## src/rtl/convo_result_packer.sv

```systemverilog
//==============================================================================
// Module   : convo_result_packer
// Brief    : Packs result bytes four per word, little-endian, into a byte-enabled BRAM write port.
// Revision : 1.0
//==============================================================================
`default_nettype none

module convo_result_packer #(
    parameter int ADDR_BIT    = 9,
    parameter int BRAM_ADDR_W = 32
) (
    input  logic                   clk,
    input  logic                   rst,
    input  logic                   start,
    input  logic [BRAM_ADDR_W-1:0] base_addr,
    input  logic [2*ADDR_BIT-1:0]  total_len,
    input  logic                   in_valid,
    input  logic [7:0]             in_data,
    output logic                   in_ready,
    output logic                   bram_en,
    output logic [3:0]             bram_we,
    output logic [BRAM_ADDR_W-1:0] bram_addr,
    output logic [31:0]            bram_din,
    output logic                   busy,
    output logic                   done
);

    localparam int LEN_W = 2 * ADDR_BIT;
    localparam logic [LEN_W-1:0]       c_len_one   = LEN_W'(1);
    localparam logic [LEN_W-1:0]       c_len_zero  = '0;
    localparam logic [BRAM_ADDR_W-1:0] c_word_step = BRAM_ADDR_W'(4);
    localparam logic [BRAM_ADDR_W-1:0] c_align     = {{(BRAM_ADDR_W-2){1'b1}}, 2'b00};

    typedef enum logic [1:0] {
        S_IDLE  = 2'd0,
        S_PACK  = 2'd1,
        S_DRAIN = 2'd2,
        S_DONE  = 2'd3
    } state_t;

    state_t                 r_state;
    state_t                 w_next;
    logic [BRAM_ADDR_W-1:0] r_addr;
    logic [LEN_W-1:0]       r_remaining;
    logic [1:0]             r_lane_idx;
    logic [3:0]             r_lane_mask;
    logic [31:0]            r_pack_data;

    logic        w_accept;
    logic        w_last;
    logic        w_word_done;
    logic [3:0]  w_lane_mask;
    logic [31:0] w_pack_data;
    logic [31:0] w_lane_fill;

    assign in_ready    = (r_state == S_PACK);
    assign busy        = (r_state == S_PACK) || (r_state == S_DRAIN);
    assign done        = (r_state == S_DONE);
    assign w_accept    = in_valid && in_ready;
    assign w_last      = w_accept && (r_remaining == c_len_one);
    assign w_word_done = w_accept && ((r_lane_idx == 2'd3) || (r_remaining == c_len_one));

    always_comb begin
        w_lane_mask = r_lane_mask;
        w_pack_data = r_pack_data;
        case (r_lane_idx)
            2'd0:    begin w_pack_data[7:0]   = in_data; w_lane_mask[0] = 1'b1; end
            2'd1:    begin w_pack_data[15:8]  = in_data; w_lane_mask[1] = 1'b1; end
            2'd2:    begin w_pack_data[23:16] = in_data; w_lane_mask[2] = 1'b1; end
            default: begin w_pack_data[31:24] = in_data; w_lane_mask[3] = 1'b1; end
        endcase
        w_lane_fill = {{8{w_lane_mask[3]}}, {8{w_lane_mask[2]}},
                       {8{w_lane_mask[1]}}, {8{w_lane_mask[0]}}};
    end

    always_comb begin
        w_next = r_state;
        case (r_state)
            S_IDLE:  if (start) w_next = (total_len != c_len_zero) ? S_PACK : S_DONE;
            S_PACK:  if (w_last) w_next = S_DRAIN;
            S_DRAIN: w_next = S_DONE;
            default: w_next = S_IDLE;
        endcase
    end

    always_ff @(posedge clk or posedge rst) begin
        if (rst) begin
            r_state     <= S_IDLE;
            r_addr      <= '0;
            r_remaining <= '0;
            r_lane_idx  <= 2'd0;
            r_lane_mask <= 4'b0000;
            r_pack_data <= '0;
            bram_en     <= 1'b0;
            bram_we     <= 4'b0000;
            bram_addr   <= '0;
            bram_din    <= '0;
        end else begin
            r_state <= w_next;
            bram_en <= 1'b0;
            bram_we <= 4'b0000;
            case (r_state)
                S_IDLE: begin
                    if (start) begin
                        r_addr      <= base_addr & c_align;
                        r_remaining <= total_len;
                        r_lane_idx  <= 2'd0;
                        r_lane_mask <= 4'b0000;
                        r_pack_data <= '0;
                    end
                end
                S_PACK: begin
                    if (w_accept) begin
                        r_remaining <= r_remaining - c_len_one;
                        r_lane_idx  <= r_lane_idx + 2'd1;
                        if (w_word_done) begin
                            bram_en     <= 1'b1;
                            bram_we     <= w_lane_mask;
                            bram_din    <= w_pack_data & w_lane_fill;
                            bram_addr   <= r_addr;
                            r_addr      <= r_addr + c_word_step;
                            r_lane_mask <= 4'b0000;
                            r_pack_data <= '0;
                        end else begin
                            r_lane_mask <= w_lane_mask;
                            r_pack_data <= w_pack_data;
                        end
                    end
                end
                default: ;
            endcase
        end
    end

endmodule

`default_nettype wire

```

## config.mk

```make
export PLATFORM = sky130hd
export DESIGN_NAME = convo_result_packer
export DESIGN_NICKNAME = d
export VERILOG_FILES = /design/src/rtl/convo_result_packer.sv
export SDC_FILE = /design/constraint.sdc
export NUM_CORES = 1
export LEC_CHECK = 0
export ABC_AREA = 1
export CAP_MARGIN = 10
export CORE_MARGIN = 1.5
export CORE_UTILIZATION = 35
export DETAILED_ROUTE_END_ITERATION = 10
export HOLD_SLACK_MARGIN = 0.08
export PLACE_DENSITY = 0.61
export SETUP_SLACK_MARGIN = 0.05
export SYNTH_ARGS = -nofsm -noshare
export SYNTH_HDL_FRONTEND = slang
export SYNTH_SLANG_ARGS = --single-unit
export TNS_END_PERCENT = 100
```

## constraint.sdc

```tcl
create_clock -name clk -period 5.5 [get_ports clk]
set_input_delay 0.55 -clock clk [delete_from_list [all_inputs] [get_ports clk]]
set_output_delay 0.55 -clock clk [all_outputs]
set_load 0.02 [all_outputs]
```

==> flow_metrics.py, run 1 <==
metrics = {
    "timing": {
        "finalSetupViolCount": 0,
        "min_period_ns": 3.14,
        "rsz0062_at_grt": "no",
        "hold_violations": 0,
        "fin_skew_ns": 0.0152,
        "fin_crit_sh_pct": 57.1,
        "slew_violations": 0,
        "worst_pin_slew_ns": 1.04,
        "slew_headroom_pct": 30.9,
        "fin_setup_tns_ns": 0,
        "final.setup.worst_slack_ns": 2.36,
        "timing.hold.ws_ns": 0.471,
        "fmax_mhz": 318,
    },
    "clocking": {
        "cts.htree.levels": 4,
        "cts_buffer_depth": 2,
        "post-cts-setup-buffers": 0,
        "clock-sinks": 155,
        "cts_resized": 0,
        "cts_tree": "yes",
        "path_clk_slew_ns": 0.08,
        "insertion_delay_ns": 0.44,
        "cts_hold_buf": 0,
        "cts_root_buf": "clkbuf_16",
        "cts_made_buffers": 17,
    },
    "route": {
        "drt_first_pass_iters": 5,
        "antenna_left": 0,
        "dr.first_iter.drc_count": 459,
        "vias": 7470,
        "viasPerCell": 4.75,
        "drc_errors": 0,
        "routed_wl_um": 22100,
        "routedWlPerCell_um": 14.1,
    },
    "logic_synthesis": {
        "syn_avg_cell_area_um2": 7.30,
        "yosys.area_share.xor_xnor_pct": 0.527,
        "yosysUniqueCellTypes": 38,
        "ys_seq_area_share_pct": 46.7,
        "ys_seq_elements": 155,
        "ys.flop_type": "dfrtp_1",
        "synth_area_um2": 8310,
        "netlist_instances": 1138,
        "synthTopCellsByArea": "dfrtp_1 47%, nand2_1 19%, o21ai_0 5.2%",
        "yosys.area.top_type": "dfrtp_1",
        "synth_fa_ha_area_share_pct": 1.66,
        "synth-compound-area-share_pct": 9.80,
        "muxShareOfSynthArea_pct": 0.979,
        "synth_top_family_by_area": "simple AND/OR/NAND/NOR gates",
        "yosysTopAreaCellShare_pct": 46.7,
        "synth-edff-count": 0,
        "yosysWarnings": 0,
        "synthArstFlopShare_pct": 100,
        "synth_simple_gate_area_share_pct": 32.3,
    },
    "setup_path": {
        "critPathLaunchType": "register",
        "end_kind": "register",
        "critPathArrivalTime_ns": 3.43,
        "critical_path_class": "register to register",
        "worstPathCellList": "inv_1 > ha_2 > buf_4 > nand2_2 > nand2_1 > nand2_4 > inv_2 > nand2_4 > inv_2 > o21ai_0",
        "cp.required_ns": 5.79,
        "slowest_stage": "buf_4",
        "worstPathMaxFanout": 69,
        "max_stage_delay_ns": 0.60,
    },
    "floorplanning": {
        "io_pins": 134,
        "dieArea_um2": 24700,
        "die_x_um": 157,
        "rows": 56,
        "start_util_pct": 35.5,
        "core_region_area_um2": 23400,
        "die_h_um": 157,
    },
    "power": {
        "pwr-share-seq_pct": 34.9,
        "intPower_uw": 2880,
        "leakage_uw": 0.00483,
        "vdd_drop_max_mv": 0.245,
        "power.switching_uw": 2310,
        "power_frac_comb_pct": 42.1,
        "power_frac_clock_pct": 23.0,
        "swShare_pct": 44.5,
        "powerDensity_nw_per_um2": 498,
    },
    "layout": {
        "final_nets": 1315,
        "areaGrowthSynthToFinish_pct": 25.1,
        "drive_gt1_share_pct": 6.53,
        "n_antenna_cell": 0,
        "fin_cells": 1574,
        "area.sequential_um2": 3880,
        "nFillCells": 2398,
        "multiInputGateArea_um2": 3770,
    },
    "placement": {
        "place_congestion": 0.837,
        "dp_slack_ns": 2.31,
        "dpl.hpwl_um": 15000,
        "io_buffers": 129,
        "dp.cells": 1542,
    },
    "grt": {
        "overflow": 0,
        "grt_start_max_net_pins": 84,
        "grt_pass1_vias": 7291,
        "antenna_found_initial": 0,
        "grt_pass1_wl_um": 36800,
        "grt_use_total_pct": 19.0,
    },
    "status": {
        "status": "complete, no violations",
    },
    "run": {
        "drv_cap": 0,
    },
    "worst_hold_path": {
        "hp-class": "register to register",
    },
}
==> per-layer routing <==
| layer | global-route usage, % | share of wire, % | vias to the layer above |
|---|---|---|---|
| li1 | - | - | 3796 |
| met4 | 5.71 | 1.6 | 0 |
| met3 | 3.28 | 4.2 | 27 |
| met5 | 0 | 0 | - |
| met2 | 31.8 | 47 | 160 |
| met1 | 25.0 | 47 | 3487 |
==> final cells by class <==
cell class                      instances  share of cell area (%)
Sequential cell                       155                    37.3
Multi-Input combinational cell        827                    36.3
Inverter                              107                    3.91
Clock inverter                         15                    1.79
Timing Repair Buffer                  134                    12.8
Clock buffer                           17                    4.09
Tap cell                              319                    3.84
==> synth_stat cells, types with 2 or more instances <==
cell type / n
nand3_1: 75
inv_1: 97
nor3_1: 4
ha_1: 11
or2_2: 4
a21oi_2: 3
buf_4: 3
nand3b_1: 7
nand4_1: 7
inv_2: 10
buf_6: 3
o22ai_1: 5
a21oi_1: 19
nor2_4: 2
buf_2: 20
nand2_2: 8
nor2_2: 6
nor2_1: 114
nand2_1: 414
mux2i_1: 7
nand2_4: 3
dfrtp_1: 155
xor2_1: 5
o21ai_1: 32
nand3_4: 2
o21ai_0: 86
buf_1: 4
o21ai_2: 4
clkbuf_1: 19
==> registers in the layout (all words and copies together) (netlist names) <==
name,count
bram_din,32
r_lane_idx,2
bram_addr,30
r_pack_data,32
r_state,2
r_lane_mask,4
r_remaining,18
bram_we,4
r_addr,30
bram_en,1
==> cells in the final DEF (no fill, tap or decap), types with 6 or more instances in the layout <==
master,count
nor2_1,114
dfrtp_1,155
o21ai_1,32
o21ai_0,86
mux2i_1,7
clkdlybuf4s50_1,129
nand2_1,414
inv_1,96
ha_1,10
nand4_1,7
nor2_2,6
clkbuf_16,17
inv_2,10
nand3b_1,7
nand3_1,75
nand2_2,8
a21oi_1,19
==> path summary, 6_finish.rpt <==
kind	start	end	slack, ns	depth (start not counted)
max in group asynchronous	rst	r_addr[22]$_DFFE_PP0P_	3.84	3
min	bram_addr[27]$_DFFE_PP0P_	bram_addr[27]$_DFFE_PP0P_	0.47	2
min in group asynchronous	rst	bram_din[22]$_DFFE_PP0P_	0.49	2
min reg2reg	bram_addr[27]$_DFFE_PP0P_	bram_addr[27]$_DFFE_PP0P_	0.47	2
max reg2reg	r_state[1]$_DFFE_PP0P_	r_addr[6]$_DFFE_PP0P_	2.36	10
max	r_state[1]$_DFFE_PP0P_	r_addr[6]$_DFFE_PP0P_	2.36	10
==> through the flow <==
| step | area [µm²] | util [%] | power (µW) |
|---|---|---|---|
| 2_1_floorplan | 8310 | - | 3380 |
| 3_3_place_gp | 9780 | 41.8 | 3970 |
| 3_5_place_dp | 9780 | 41.8 | 4010 |
| 4_1_cts | 10400 | 44.4 | 5230 |
| 5_1_grt | 10400 | 44.4 | 5630 |
| 6_report | 10400 | 44.4 | 5180 |
==> power by group through the flow <==
| stage | Clock [µW] | Combinational [µW] | Sequential, µW |
|---|---|---|---|
| after global routing | 1270 | 2510 | 1860 |
| final | 1190 | 2180 | 1810 |
| after CTS | 1230 | 2200 | 1800 |
| after detailed placement | 0 | 2190 | 1820 |
| after global placement | 0 | 2160 | 1810 |
| after floorplan | 0 | 1520 | 1860 |
==> critical path, delay by kind of cell (launching register included) <==
kind | cells | cell delay [ns]
buffers and inverters | 4 | 1.41
adders and majority gates | 1 | 0.19
DFF | 1 | 0.40
and+or+nand+nor | 4 | 0.80
AOI/OAI and AO/OA | 1 | 0.16
==> logic make-up after synthesis <==
kind of cell,after synthesis
and+or+nand+nor,647
buffers and inverters,157
DFF,155
AOI/OAI and AO/OA,154
adders and majority gates,11
muxes,8
xor gates and xnor gates,5
other,1
Power figures use the tool's default switching activity.
==> inputs of run 2 (changes only) <==
==> constraint.sdc (replaced) <==
create_clock -name clk -period 3.09 [get_ports clk]
set_input_delay 0.309 -clock clk [delete_from_list [all_inputs] [get_ports clk]]
set_output_delay 0.309 -clock clk [all_outputs]
set_load 0.02 [all_outputs]
==> run 2 against run 1 <==
Net effect: critical endpoint is now r_addr[9]$_DFFE_PP0P_; final area grew 0.52%; non-clock buffer count increased by 3; largest cell class unchanged; sequential cell count did not move.
==> flow_metrics.py, run 2 (synthesis results as in run 1) <==
metrics = {
    "clocking": {
        "cts.htree.levels": 4,
        "cts_made_buffers": 17,
        "cts_buffer_depth": 2,
        "post-cts-setup-buffers": 0,
        "cts_root_buf": "clkbuf_16",
        "cts_tree": "yes",
        "cts_hold_buf": 0,
        "cts_resized": 0,
        "clock-sinks": 155,
        "insertion_delay_ns": 0.43,
        "path_clk_slew_ns": 0.07,
    },
    "power": {
        "powerDensity_nw_per_um2": 891,
        "power_frac_clock_pct": 23.7,
        "power_frac_comb_pct": 41.9,
        "swShare_pct": 43.2,
        "power.switching_uw": 4020,
        "pwr-share-seq_pct": 34.4,
        "intPower_uw": 5290,
        "leakage_uw": 0.00486,
        "vdd_drop_max_mv": 0.408,
    },
    "layout": {
        "final_cell_mix": "414 x nand2_1, 155 x dfrtp_1, 129 x clkdlybuf4s50_1",
        "areaGrowthSynthToFinish_pct": 25.8,
        "reg.largest.list": "bram_din x32, r_pack_data x32",
        "drive_gt1_share_pct": 6.76,
        "n_antenna_cell": 0,
        "final_nets": 1318,
        "final_common_cell": "nand2_1",
    },
    "floorplanning": {
        "rows": 56,
        "die_x_um": 157,
        "die_h_um": 157,
        "dieArea_um2": 24700,
        "core_region_area_um2": 23400,
        "start_util_pct": 35.5,
        "io_pins": 134,
    },
    "timing": {
        "slew_violations": 0,
        "timing.hold.ws_ns": 0.383,
        "rsz0062_at_grt": "no",
        "fmax_mhz": 411,
        "fin_setup_tns_ns": 0,
        "hold_violations": 0,
        "fin_skew_ns": 0.0159,
        "worst_pin_slew_ns": 0.716,
        "finalSetupViolCount": 0,
        "min_period_ns": 2.43,
        "fin_crit_sh_pct": 78.7,
        "slew_headroom_pct": 52.3,
    },
    "setup_path": {
        "cp.required_ns": 3.38,
        "end_kind": "register",
        "critPathLaunchType": "register",
        "worstPathMaxFanout": 34,
        "worstPathCellList": "ha_1 > nand2_2 > nand3_4 > nand2_4 > inv_2 > o21ai_0",
        "critPathArrivalTime_ns": 2.72,
        "critical_path_class": "register to register",
        "r2r.worst_path.cells": 6,
        "max_stage_delay_ns": 0.60,
        "slowest_stage": "ha_1",
    },
    "route": {
        "routedWlPerCell_um": 13.9,
        "vias": 7410,
        "routed_wl_um": 21900,
        "antenna_left": 0,
        "drc_errors": 0,
        "dr.first_iter.drc_count": 547,
        "drt_first_pass_iters": 5,
        "viasPerCell": 4.70,
    },
    "grt": {
        "grt_pass1_wl_um": 35700,
        "grt_pass1_vias": 6909,
        "grt_use_total_pct": 18.4,
        "overflow": 0,
        "grt_start_max_net_pins": 120,
        "antenna_found_initial": 0,
    },
    "placement": {
        "io_buffers": 129,
        "place_congestion": 0.851,
        "dpl.hpwl_um": 15100,
    },
    "run": {
        "drv_cap": 0,
    },
    "worst_hold_path": {
        "hp-class": "input pin to asynchronous set/reset pin",
    },
    "status": {
        "status": "complete, no violations",
    },
}
==> run 2: stage by stage <==
stage,util [%],area [µm²],power (µW),worst slack [ns],instances
floorplan,-,8320,6010,0.822,1139
CTS,44.7,10500,9400,0.643,1577
finish,44.7,10500,9310,0.657,1577
detailed placement,42.0,9830,7170,0.618,1545
global placement,42.0,9830,7110,0.683,1545
global route,44.7,10500,10100,0.418,1577
==> run 2: worst paths after layout <==
| kind | from | end | slack, ns |
|---|---|---|---|
| setup reg to reg | r_lane_idx[1]$_DFFE_PP0P_ | r_addr[9]$_DFFE_PP0P_ | 0.66 |
| min in group clk | bram_addr[27]$_DFFE_PP0P_ | bram_addr[27]$_DFFE_PP0P_ | 0.47 |
| hold / removal | rst | r_remaining[7]$_DFFE_PP0P_ | 0.38 |
| setup / recovery | r_lane_idx[1]$_DFFE_PP0P_ | r_addr[9]$_DFFE_PP0P_ | 0.66 |
| hold reg to reg | bram_addr[27]$_DFFE_PP0P_ | bram_addr[27]$_DFFE_PP0P_ | 0.47 |
| max in group asynchronous | rst | r_remaining[2]$_DFFE_PP0P_ | 2.12 |
==> run 2: layout make-up <==
type	instances	area, µm²
inverters	107	405
clock inverters	15	194
well taps	319	399
clock buffers	17	425
multi-input cells	827	3770
fillers	2351	13000
repair buffers	137	1380
flip-flops and latches	155	3880
==> run 2: critical path: cells and delay by family, from the launching register on <==
family	cells	cell delay, ns
simple gates	3	0.55
buf+inv	1	0.57
compound gates	1	0.16
flops	1	0.38
fa+ha+maj	1	0.60
==> run 2: power groups by stage <==
stage	Sequential, µW	Combinational (µW)	Clock [µW]
final	3210	3900	2200
after global routing	3290	4450	2340
after CTS	3200	3940	2260
after detailed placement	3230	3940	0
after global placement	3220	3890	0
after floorplan	3310	2700	0
==> run 2: routing by layer <==
metal  global-route usage (%)  vias up  wire [µm]
met5                        0        -          0
met4                     6.15        0        481
met3                     3.66       33        925
met2                     30.1      160      10100
met1                     24.5     3409      10400
li1                         -     3808          -
